`config.mk`:
```
export PLATFORM = sky130hd
export DESIGN_NAME = iso7816_t0_tpdu_engine_flat
export DESIGN_NICKNAME = d
export VERILOG_FILES = /design/src/rtl/iso7816_t0_tpdu_engine_if.sv /design/src/rtl/iso7816_t0_tpdu_engine.sv /design/src/flat_wrapper.sv
export SDC_FILE = /design/constraint.sdc
export NUM_CORES = 1
export LEC_CHECK = 0
export ABC_AREA = 1
export CAP_MARGIN = 20
export CORE_UTILIZATION = 30
export DETAILED_ROUTE_END_ITERATION = 10
export GPL_ROUTABILITY_DRIVEN = 0
export HOLD_SLACK_MARGIN = 0.06
export SLEW_MARGIN = 15
export SYNTH_ARGS = -nofsm -noshare
export SYNTH_HDL_FRONTEND = slang
export SYNTH_SLANG_ARGS = --single-unit
```
`constraint.sdc`:
```
create_clock -name clk -period 4.32 [get_ports clk]
set_input_delay 0.432 -clock clk [delete_from_list [all_inputs] [get_ports clk]]
set_output_delay 0.432 -clock clk [all_outputs]
set_load 0.01 [all_outputs]
```
`src/rtl/iso7816_t0_tpdu_engine_if.sv`:
```
// Host-side bundle of the T=0 TPDU engine: command header, host data streams and completion status.
// The host drives through the master modport; the engine attaches through the slave modport.
interface iso7816_t0_tpdu_engine_if;
   logic       start;
   logic [7:0] cla;
   logic [7:0] ins;
   logic [7:0] p1;
   logic [7:0] p2;
   logic [7:0] p3;
   logic       isWrite;
   logic [7:0] hostTxData;
   logic       hostTxValid;
   logic       hostTxReady;
   logic [7:0] hostRxData;
   logic       hostRxValid;
   logic       busy;
   logic       done;
   logic [7:0] sw1;
   logic [7:0] sw2;
   logic [2:0] errorCode;

   modport master (
      output start, cla, ins, p1, p2, p3, isWrite, hostTxData, hostTxValid,
      input  hostTxReady, hostRxData, hostRxValid, busy, done, sw1, sw2, errorCode
   );

   modport slave (
      input  start, cla, ins, p1, p2, p3, isWrite, hostTxData, hostTxValid,
      output hostTxReady, hostRxData, hostRxValid, busy, done, sw1, sw2, errorCode
   );
endinterface

```
`src/rtl/iso7816_t0_tpdu_engine.sv`:
```
// T=0 TPDU sequencer: sends the 5-byte header to the master UART, decodes procedure bytes,
// moves P3 data bytes between host and card, and returns SW1/SW2 or an error code.
module iso7816_t0_tpdu_engine #(
   parameter logic [23:0] WAIT_TIMEOUT_CLKS = 24'd4000000
) (
   input  logic                            clk,
   input  logic                            reset,
   iso7816_t0_tpdu_engine_if.slave         host,
   output logic [7:0]                      dataIn_o,
   output logic                            nWeDataIn_o,
   input  logic [7:0]                      dataOut_i,
   output logic                            nCsDataOut_o,
   input  logic [7:0]                      statusOut_i,
   output logic                            nCsStatusOut_o
);
   typedef enum logic [2:0] {
      S_IDLE, S_SEND_HDR, S_WAIT_PROC, S_XFER_ALL, S_XFER_ONE, S_WAIT_SW2, S_DONE, S_ERROR
   } state_t;

   state_t      state_q, state_d;
   logic [7:0]  hdr_q [0:4];
   logic [7:0]  hdr_in [0:4];
   logic        is_write_q;
   logic [2:0]  idx_q, idx_d;
   logic [8:0]  rem_q, rem_d;
   logic        wrote_q, rd_blk_q;
   logic [23:0] tmo_q, tmo_d;
   logic [7:0]  sw1_q, sw1_d, sw2_q, sw2_d;
   logic [2:0]  err_q, err_d;
   logic [7:0]  rx_data_q, rx_data_d;
   logic        rx_valid_q, rx_valid_d;
   logic        load_hdr, nwe, ncs, tx_ready;
   logic [7:0]  data_in, hdr_byte;
   logic        tx_pending, line_err, buf_full, can_write, active, rx_state, rd_go;

   assign tx_pending = statusOut_i[6];
   assign line_err   = statusOut_i[2] | statusOut_i[1];
   assign buf_full   = statusOut_i[0];
   // statusOut lags a write by one cycle, so never write in back-to-back cycles
   assign can_write  = !tx_pending && !wrote_q;
   assign active     = (state_q != S_IDLE) && (state_q != S_DONE) && (state_q != S_ERROR);
   assign rx_state   = (state_q == S_WAIT_PROC) || (state_q == S_WAIT_SW2) ||
                       (((state_q == S_XFER_ALL) || (state_q == S_XFER_ONE)) && !is_write_q);
   assign rd_go      = rx_state && buf_full && !rd_blk_q;

   assign hdr_in[0] = host.cla;
   assign hdr_in[1] = host.ins;
   assign hdr_in[2] = host.p1;
   assign hdr_in[3] = host.p2;
   assign hdr_in[4] = host.p3;

   always_comb begin
      hdr_byte = hdr_q[0];
      case (idx_q)
         3'd1:    hdr_byte = hdr_q[1];
         3'd2:    hdr_byte = hdr_q[2];
         3'd3:    hdr_byte = hdr_q[3];
         3'd4:    hdr_byte = hdr_q[4];
         default: hdr_byte = hdr_q[0];
      endcase
   end

   always_comb begin
      state_d    = state_q;
      idx_d      = idx_q;
      rem_d      = rem_q;
      tmo_d      = rx_state ? tmo_q + 24'd1 : 24'd0;
      sw1_d      = sw1_q;
      sw2_d      = sw2_q;
      err_d      = err_q;
      rx_data_d  = rx_data_q;
      rx_valid_d = 1'b0;
      load_hdr   = 1'b0;
      nwe        = 1'b1;
      ncs        = 1'b1;
      data_in    = 8'h00;
      tx_ready   = 1'b0;
      if (rd_go) begin
         ncs   = 1'b0;
         tmo_d = 24'd0;
      end
      case (state_q)
         S_IDLE: begin
            if (host.start) begin
               load_hdr = 1'b1;
               idx_d    = 3'd0;
               rem_d    = (host.p3 == 8'h00 && !host.isWrite) ? 9'd256 : {1'b0, host.p3};
               sw1_d    = 8'h00;
               sw2_d    = 8'h00;
               err_d    = 3'd0;
               state_d  = S_SEND_HDR;
            end
         end
         S_SEND_HDR: begin
            if (can_write) begin
               nwe     = 1'b0;
               data_in = hdr_byte;
               idx_d   = idx_q + 3'd1;
               if (idx_q == 3'd4) state_d = S_WAIT_PROC;
            end
         end
         S_WAIT_PROC: begin
            if (rd_go) begin
               if (dataOut_i == 8'h60) begin
                  state_d = S_WAIT_PROC;
               end else if (dataOut_i == hdr_q[1]) begin
                  if (rem_q != 9'd0) state_d = S_XFER_ALL;
               end else if (dataOut_i == ~hdr_q[1]) begin
                  if (rem_q != 9'd0) state_d = S_XFER_ONE;
               end else if (dataOut_i[7:4] == 4'h6 || dataOut_i[7:4] == 4'h9) begin
                  sw1_d   = dataOut_i;
                  state_d = S_WAIT_SW2;
               end else begin
                  err_d   = 3'd1;
                  state_d = S_ERROR;
               end
            end
         end
         S_XFER_ALL, S_XFER_ONE: begin
            if (is_write_q) begin
               tx_ready = can_write;
               if (host.hostTxValid && can_write) begin
                  nwe     = 1'b0;
                  data_in = host.hostTxData;
               end
            end else if (rd_go) begin
               rx_valid_d = 1'b1;
               rx_data_d  = dataOut_i;
            end
            if (!nwe || rx_valid_d) begin
               rem_d = (rem_q != 9'd0) ? rem_q - 9'd1 : 9'd0;
               if (rem_q <= 9'd1 || state_q == S_XFER_ONE) state_d = S_WAIT_PROC;
            end
         end
         S_WAIT_SW2: begin
            if (rd_go) begin
               sw2_d   = dataOut_i;
               state_d = S_DONE;
            end
         end
         S_DONE, S_ERROR: state_d = S_IDLE;
         default:         state_d = S_IDLE;
      endcase
      if (rx_state && !rd_go && (tmo_q + 24'd1 == WAIT_TIMEOUT_CLKS)) begin
         err_d   = 3'd2;
         state_d = S_ERROR;
      end
      // line errors win over anything else happening in the same cycle
      if (active && line_err) begin
         err_d      = 3'd3;
         state_d    = S_ERROR;
         nwe        = 1'b1;
         ncs        = 1'b1;
         data_in    = 8'h00;
         tx_ready   = 1'b0;
         rx_valid_d = 1'b0;
      end
   end

   always_ff @(posedge clk) begin
      if (reset) begin
         state_q    <= S_IDLE;
         is_write_q <= 1'b0;
         idx_q      <= 3'd0;
         rem_q      <= 9'd0;
         wrote_q    <= 1'b0;
         rd_blk_q   <= 1'b0;
         tmo_q      <= 24'd0;
         sw1_q      <= 8'h00;
         sw2_q      <= 8'h00;
         err_q      <= 3'd0;
         rx_data_q  <= 8'h00;
         rx_valid_q <= 1'b0;
      end else begin
         state_q    <= state_d;
         if (load_hdr) is_write_q <= host.isWrite;
         idx_q      <= idx_d;
         rem_q      <= rem_d;
         wrote_q    <= !nwe;
         rd_blk_q   <= !ncs;
         tmo_q      <= tmo_d;
         sw1_q      <= sw1_d;
         sw2_q      <= sw2_d;
         err_q      <= err_d;
         rx_data_q  <= rx_data_d;
         rx_valid_q <= rx_valid_d;
      end
   end

   generate
      for (genvar gi = 0; gi < 5; gi++) begin : g_hdr
         always_ff @(posedge clk) begin
            if (reset)         hdr_q[gi] <= 8'h00;
            else if (load_hdr) hdr_q[gi] <= hdr_in[gi];
         end
      end
   endgenerate

   assign dataIn_o         = data_in;
   assign nWeDataIn_o      = nwe;
   assign nCsDataOut_o     = ncs;
   assign nCsStatusOut_o   = 1'b0;
   assign host.hostTxReady = tx_ready;
   assign host.hostRxData  = rx_data_q;
   assign host.hostRxValid = rx_valid_q;
   assign host.busy        = active;
   assign host.done        = (state_q == S_DONE) || (state_q == S_ERROR);
   assign host.sw1         = sw1_q;
   assign host.sw2         = sw2_q;
   assign host.errorCode   = err_q;
endmodule
```
`src/flat_wrapper.sv`:
```
// flat-port wrapper written by rule: the top's interface ports become plain ports
module iso7816_t0_tpdu_engine_flat 
#(
   parameter logic [23:0] WAIT_TIMEOUT_CLKS = 24'd4000000
)
  (clk, reset, dataIn_o, nWeDataIn_o, dataOut_i, nCsDataOut_o, statusOut_i, nCsStatusOut_o, host_start, host_cla, host_ins, host_p1, host_p2, host_p3, host_isWrite, host_hostTxData, host_hostTxValid, host_hostTxReady, host_hostRxData, host_hostRxValid, host_busy, host_done, host_sw1, host_sw2, host_errorCode);
  iso7816_t0_tpdu_engine_if host_i ();
  input  logic clk;
  input  logic reset;
  output logic [7:0] dataIn_o;
  output logic nWeDataIn_o;
  input  logic [7:0] dataOut_i;
  output logic nCsDataOut_o;
  input  logic [7:0] statusOut_i;
  output logic nCsStatusOut_o;
  input wire logic [$bits(host_i.start)-1:0] host_start;
  input wire logic [$bits(host_i.cla)-1:0] host_cla;
  input wire logic [$bits(host_i.ins)-1:0] host_ins;
  input wire logic [$bits(host_i.p1)-1:0] host_p1;
  input wire logic [$bits(host_i.p2)-1:0] host_p2;
  input wire logic [$bits(host_i.p3)-1:0] host_p3;
  input wire logic [$bits(host_i.isWrite)-1:0] host_isWrite;
  input wire logic [$bits(host_i.hostTxData)-1:0] host_hostTxData;
  input wire logic [$bits(host_i.hostTxValid)-1:0] host_hostTxValid;
  output wire logic [$bits(host_i.hostTxReady)-1:0] host_hostTxReady;
  output wire logic [$bits(host_i.hostRxData)-1:0] host_hostRxData;
  output wire logic [$bits(host_i.hostRxValid)-1:0] host_hostRxValid;
  output wire logic [$bits(host_i.busy)-1:0] host_busy;
  output wire logic [$bits(host_i.done)-1:0] host_done;
  output wire logic [$bits(host_i.sw1)-1:0] host_sw1;
  output wire logic [$bits(host_i.sw2)-1:0] host_sw2;
  output wire logic [$bits(host_i.errorCode)-1:0] host_errorCode;
  assign host_i.start = host_start;
  assign host_i.cla = host_cla;
  assign host_i.ins = host_ins;
  assign host_i.p1 = host_p1;
  assign host_i.p2 = host_p2;
  assign host_i.p3 = host_p3;
  assign host_i.isWrite = host_isWrite;
  assign host_i.hostTxData = host_hostTxData;
  assign host_i.hostTxValid = host_hostTxValid;
  assign host_hostTxReady = host_i.hostTxReady;
  assign host_hostRxData = host_i.hostRxData;
  assign host_hostRxValid = host_i.hostRxValid;
  assign host_busy = host_i.busy;
  assign host_done = host_i.done;
  assign host_sw1 = host_i.sw1;
  assign host_sw2 = host_i.sw2;
  assign host_errorCode = host_i.errorCode;
  iso7816_t0_tpdu_engine #(.WAIT_TIMEOUT_CLKS(WAIT_TIMEOUT_CLKS)) u_core (.clk(clk), .reset(reset), .host(host_i), .dataIn_o(dataIn_o), .nWeDataIn_o(nWeDataIn_o), .dataOut_i(dataOut_i), .nCsDataOut_o(nCsDataOut_o), .statusOut_i(statusOut_i), .nCsStatusOut_o(nCsStatusOut_o));
endmodule
```
==> impl_metrics.yaml, run 1 <==
critical_path:
  crit_family: "buffers and inverters"
  required_ns: 3.89
  critical_path_arrival_ns: 3.00
  crit_slowest_cell: "nor4_4"
  endpoint_kind: "output port"
  worstPathCellList: "inv_1 > ha_1 > nand2_1 > clkinv_1 > nor4_4 > inv_2 > o21ai_0 > a21oi_1 > a31o_2 > clkdlybuf4s50_1"
  start_kind: "flip-flop"
  critPathKind: "flip-flop to output port"
  slowest_delay_ns: 0.53
  cp_num_buf_inv: 4
  crit_fanout: 10
synth:
  ys_seq_area_share_pct: 42.0
  muxShareOfSynthArea_pct: 0
  synth_area_per_cell_um2: 7.06
  synth_compound_area_share_pct: 10.3
  synth_ff_type: "dfxtp_1"
  netlist_area_um2: 6140
  yosysTopAreaCell: "dfxtp_1"
  synth_seq_cells: 109
  synth-xor-area-share_pct: 2.85
  synth_top_family_by_area: "simple AND/OR/NAND/NOR gates"
  synth-edff-count: 40
  yosys_warnings: 0
  yosys.area.top_type_share_pct: 22.5
  netlist_instances: 870
  synthAdderAreaFrac_pct: 1.83
  synth-simple-area-share_pct: 32.9
  synthArstFlopShare_pct: 0
  synth_area_leaders: "dfxtp_1 22%, edfxtp_1 20%, nand2_1 13%"
  synth.distinct_cells: 47
sta:
  finClkSkew_ns: 0.0108
  period_minus_slack_ns: 3.43
  hold_violations: 0
  slew_headroom_pct: 47.2
  clock.fmax_mhz: 292
  final_max_slew_viol_count: 0
  tightestPinTransition_ns: 0.790
  post-route-period-util_pct: 79.4
  tns_ns: 0
  rsz0062_at_grt: "false"
  setup_viol: 0
placed_design:
  port_buffers: 104
  dp_hpwl_um: 12200
die:
  fp.dieH_um: 145
  start_util_pct: 31.0
  die-area_um2: 21000
  die_x_um: 145
  ios: 111
  placementRows: 51
  core_um2: 19800
global_route:
  grt_max_degree: 41
  antenna_found_initial: 0
  grt_pass1_vias: 5078
  grt_pass1_wl_um: 25600
  grt_usage_pct: 15.1
  grt_overflow: 0
clock_tree:
  clk_pin_slew_ns: 0.08
  cts_tree: "done"
  cts_resized: 0
  h-tree-depth: 3
  cts_buffer_depth: 2
  holdBufCountCts: 0
  postCtsSetupBuffers: 0
  clock_sinks: 109
  cts-root-buf: "clkbuf_16"
  cts-buffers-inserted: 9
  clkLatencyLatePin_ns: 0.36
routing:
  routed_via_density: 4.53
  drtAntennaViolNets: 0
  post-route-drc-count: 0
  routed_wl_um: 15700
  post_drt_wl_per_cell_um: 12.7
  drt_iter0_markers: 311
  vias: 5593
  drt_pass1_iterations: 4
power:
  powerDensity_nw_per_um2: 489
  p_int_uw: 2260
  pwr-share-comb_pct: 41.1
  clkPwrFrac_pct: 21.8
  peakVddDrop_v: 0.000262
  swShare_pct: 40.1
  pwr-share-seq_pct: 37.1
  p_switching_uw: 1510
  p_leak_uw: 0.00318
final_layout:
  layout.nets: 1043
  n_antenna_cell: 0
  syn_to_final_growth_pct: 25.7
  drive_gt1_share_pct: 5.77
  post-route-util_pct: 39.0
min_path:
  hold_path_class: "flip-flop to flip-flop"
run_status:
  status: "completed"
flow_run:
  maxCapViolCount: 0
cell usage after synthesis, drive strengths merged (3+ instances only):
library cell and instances:
a211oi 4, a21oi 39, a22o 5, buf 9
clkbuf 16, dfxtp 69, edfxtp 40, ha 9
inv 129, nand2 213, nand3 60, nand3b 7
nand4 7, nor2 170, nor3 7, nor4 4
o21ai 36, o21bai 3, o22ai 7, xnor2 8
xor2 12
state kept, by name, summed over array words and instances, names as in the netlist:
name                     count
u_core.hdr_q                40
u_core.rd_blk_q              1
u_core.host.sw2              8
u_core.rem_q                 9
u_core.wrote_q               1
u_core.tmo_q                24
u_core.is_write_q            1
u_core.host.sw1              8
u_core.host.hostRxData       8
u_core.idx_q                 3
u_core.host.hostRxValid      1
u_core.host.errorCode        2
u_core.state_q               3
layout by cell type, fill, tap and decap left out, drive strengths merged, types with 2 or more instances in the layout:
master / Yosys / final
clkbuf: 16 / 9
a21oi: 39 / 39
inv: 129 / 134
nand4: 7 / 7
a22o: 5 / 5
o211ai: 2 / 2
a211oi: 4 / 4
xnor2: 8 / 8
xor2: 12 / 12
nand3b: 7 / 7
edfxtp: 40 / 40
o21bai: 3 / 3
nor4: 4 / 4
conb: 1 / 2
nand2: 213 / 213
nand3: 60 / 60
nor2: 170 / 170
o21ai: 36 / 36
clkinv: 2 / 3
a31o: 2 / 2
clkdlybuf4s50: 0 / 104
a221oi: 2 / 2
nor3: 7 / 7
ha: 9 / 9
buf: 9 / 4
dfxtp: 69 / 69
o21a: 2 / 2
o22ai: 7 / 7
metal layers:
metal / up-vias / part of all wire, % / global-route usage, %
li1: 2942 / - / -
met1: 2514 / 50 / 21.2
met2: 124 / 44 / 23.5
met3: 13 / 4.8 / 3.05
met4: 0 / 1.3 / 4.00
met5: - / 0 / 0
worst min-delay path, stage by stage (launching register included):
cell and delay, ns:
dfxtp_1 0.32, inv_1 0.05, a21oi_1 0.05
area by class of cell:
class	count	area, um^2
multi-input cells	606	2950
repair buffers	108	1080
flip-flops and latches	109	2580
clock inverters	7	60.1
well taps	265	332
fillers	2094	12100
clock buffers	9	225
inverters	131	492
per-stage QoR:
step / hold slack, ns / setup slack (ns) / power, uW / area, um^2 / instances
after floorplan: 0.439 / 2.06 / 2480 / 6150 / 871
after global placement: 0.435 / 1.24 / 2960 / 7440 / 1219
after detailed placement: 0.439 / 1.24 / 2970 / 7440 / 1219
after CTS: 0.453 / 0.868 / 3800 / 7720 / 1235
after global routing: 0.483 / 0.666 / 4050 / 7720 / 1235
final: 0.450 / 0.891 / 3770 / 7720 / 1235
final timing paths:
kind                                  start                   endpoint  slack (ns)  cells past startpoint
setup / recovery            u_core.idx_q[0]                dataIn_o[7]        0.89                     10
hold / removal    u_core.host.hostRxData[2]  u_core.host.hostRxData[2]        0.45                      2
setup reg to reg          u_core.state_q[1]         u_core.host.sw2[5]        1.83                     12
hold reg to reg   u_core.host.hostRxData[2]  u_core.host.hostRxData[2]        0.45                      2
kinds of logic (layout without fill, tap and decap cells):
logic type,count (synthesis),in the layout
AOI/OAI and AO/OA,106,106
xor gates and xnor gates,20,20
adders and majority gates,9,9
buffers and inverters,156,255
DFF,109,109
other,1,2
and+or+nand+nor,469,469
power groups by stage:
stage	Combinational, uW	Clock [uW]	Sequential (uW)
2_1_floorplan	1060	0	1410
3_3_place_gp	1540	0	1420
3_5_place_dp	1540	0	1430
4_1_cts	1550	846	1400
5_1_grt	1740	879	1420
6_report	1550	823	1400
Note: power is estimated with default switching activity, not from simulation.
==> inputs of run 2 (changes only) <==
Clock period 4.32 ns to 3.4 ns, I/O delays scaled along.
==> impl_metrics.yaml, run 2 (same netlist as run 1, synthesis figures left out) <==
power:
  p_leak_uw: 0.00322
  powerDensity_nw_per_um2: 623
  peakVddDrop_v: 0.000357
final_layout:
  layout.nets: 1049
  largest_register_ffs: 40
  final_cell_mix: "208 x nand2_1, 155 x nor2_1, 121 x inv_1"
  n_antenna_cell: 0
  top_register: "u_core.hdr_q"
  largestRegisters: "u_core.hdr_q: 40 flops, u_core.tmo_q: 24 flops, u_core.rem_q: 9 flops"
  layout_commonest_cell: "nand2_1"
  finalInstanceArea_um2: 7780
  syn_to_final_growth_pct: 26.7
  post-route-util_pct: 39.3
  drive_gt1_share_pct: 6.35
  n_fill_cell: 2098
global_route:
  antenna_found_initial: 0
  grt_max_degree: 28
  grt_pass1_wl_um: 25900
  grt-busiest-layer: "met2"
  use_met3_pct: 3.08
  grtUsageMet2_pct: 24.2
  grt_overflow: 0
  met1_usage_pct: 21.2
  grt_pass1_vias: 5105
  grt_usage_pct: 15.4
critical_path:
  critPathKind: "flip-flop to output port"
  crit_fanout: 10
  required_ns: 3.06
  critical_path_arrival_ns: 2.82
  endpoint_kind: "output port"
  start_kind: "flip-flop"
sta:
  slew_headroom_pct: 54.3
  clock.fmax_mhz: 316
  finClkSkew_ns: 0.0121
  tns_ns: 0
  period_minus_slack_ns: 3.16
  layout_setup_ws_ns: 0.239
  setup_viol: 0
  hold_violations: 0
  final_max_slew_viol_count: 0
  rsz0062_at_grt: "false"
  post-route-period-util_pct: 93.0
  tightestPinTransition_ns: 0.683
flow_run:
  maxCapViolCount: 0
die:
  core_um2: 19800
  ios: 111
  die-area_um2: 21000
  fp.dieH_um: 145
  start_util_pct: 31.0
  placementRows: 51
  die_x_um: 145
routing:
  routed_wl_um: 15800
  drtAntennaViolNets: 0
  routed_via_density: 4.46
  drt_iter0_markers: 299
  post-route-drc-count: 0
  post_drt_wl_per_cell_um: 12.7
  vias: 5536
  drt_pass1_iterations: 7
clock_tree:
  h-tree-depth: 3
  cts-buffers-inserted: 9
  clock_sinks: 109
  clk_pin_slew_ns: 0.08
  clkLatencyLatePin_ns: 0.36
  cts-root-buf: "clkbuf_16"
  cts_buffer_depth: 2
  cts_tree: "done"
min_path:
  hold_path_class: "flip-flop to flip-flop"
placed_design:
  placed_area_um2: 7490
  dp_hpwl_um: 12400
  preCtsSetupSlack_ns: 0.495
  port_buffers: 104
run_status:
  status: "completed"
[run 2: what timing repair did]
item / 4_1_cts / 5_1_grt
hold buffers: 0 / 0
gates resized for setup: 0 / 0
endpoints found under the hold margin: 0 / 0
buffers inserted: 0 / 1
endpoints found under the setup margin: 0 / 5
[run 2: area by class of cell]
type	instances	area [um^2]	area share, %
sequential	109	2580	33.2
timing repair buffer	114	1140	14.7
clock inverter	7	61.3	0.788
multi-input combinational	606	2950	37.9
tap	265	332	4.26
clock buffer	9	225	2.89
inverter	131	492	6.32
[run 2: final timing paths]
kind,from,endpoint,slack (ns),cells after the start
max,u_core.idx_q[0],dataIn_o[7],0.24,10
min,u_core.host.hostRxData[1],u_core.host.hostRxData[1],0.45,2
max reg2reg,u_core.state_q[0],u_core.hdr_q[2][4],1.20,6
min reg2reg,u_core.host.hostRxData[1],u_core.host.hostRxData[1],0.45,2
[run 2: critical path, cell delays in order, from the launching register on]
cell and delay (ns):
dfxtp_1 0.37, inv_1 0.10, ha_1 0.20, nand2_1 0.07, clkinv_1 0.25, nor4_4 0.43
inv_2 0.14, o21ai_0 0.16, a21oi_1 0.06, a31o_2 0.22, clkdlybuf4s50_1 0.47
[run 2: per-layer routing]
metal | up-vias | part of all wire [%]
li1 | 2953 | -
met1 | 2464 | 50
met2 | 108 | 44
met3 | 11 | 4.4
met4 | 0 | 1.1
met5 | - | 0
[run 2: power breakdown]
group	switching (uW)	internal (uW)
logic	1240	780
clock network	527	515
registers	164	1620
[run 2: metrics by stage]
stage | std cells | hold slack [ns] | power [uW]
after detailed placement | 1224 | 0.441 | 3820
after CTS | 1240 | 0.455 | 4880
after floorplan | 871 | 0.418 | 3150
after global routing | 1241 | 0.465 | 5230
final | 1241 | 0.450 | 4840
after global placement | 1224 | 0.432 | 3800
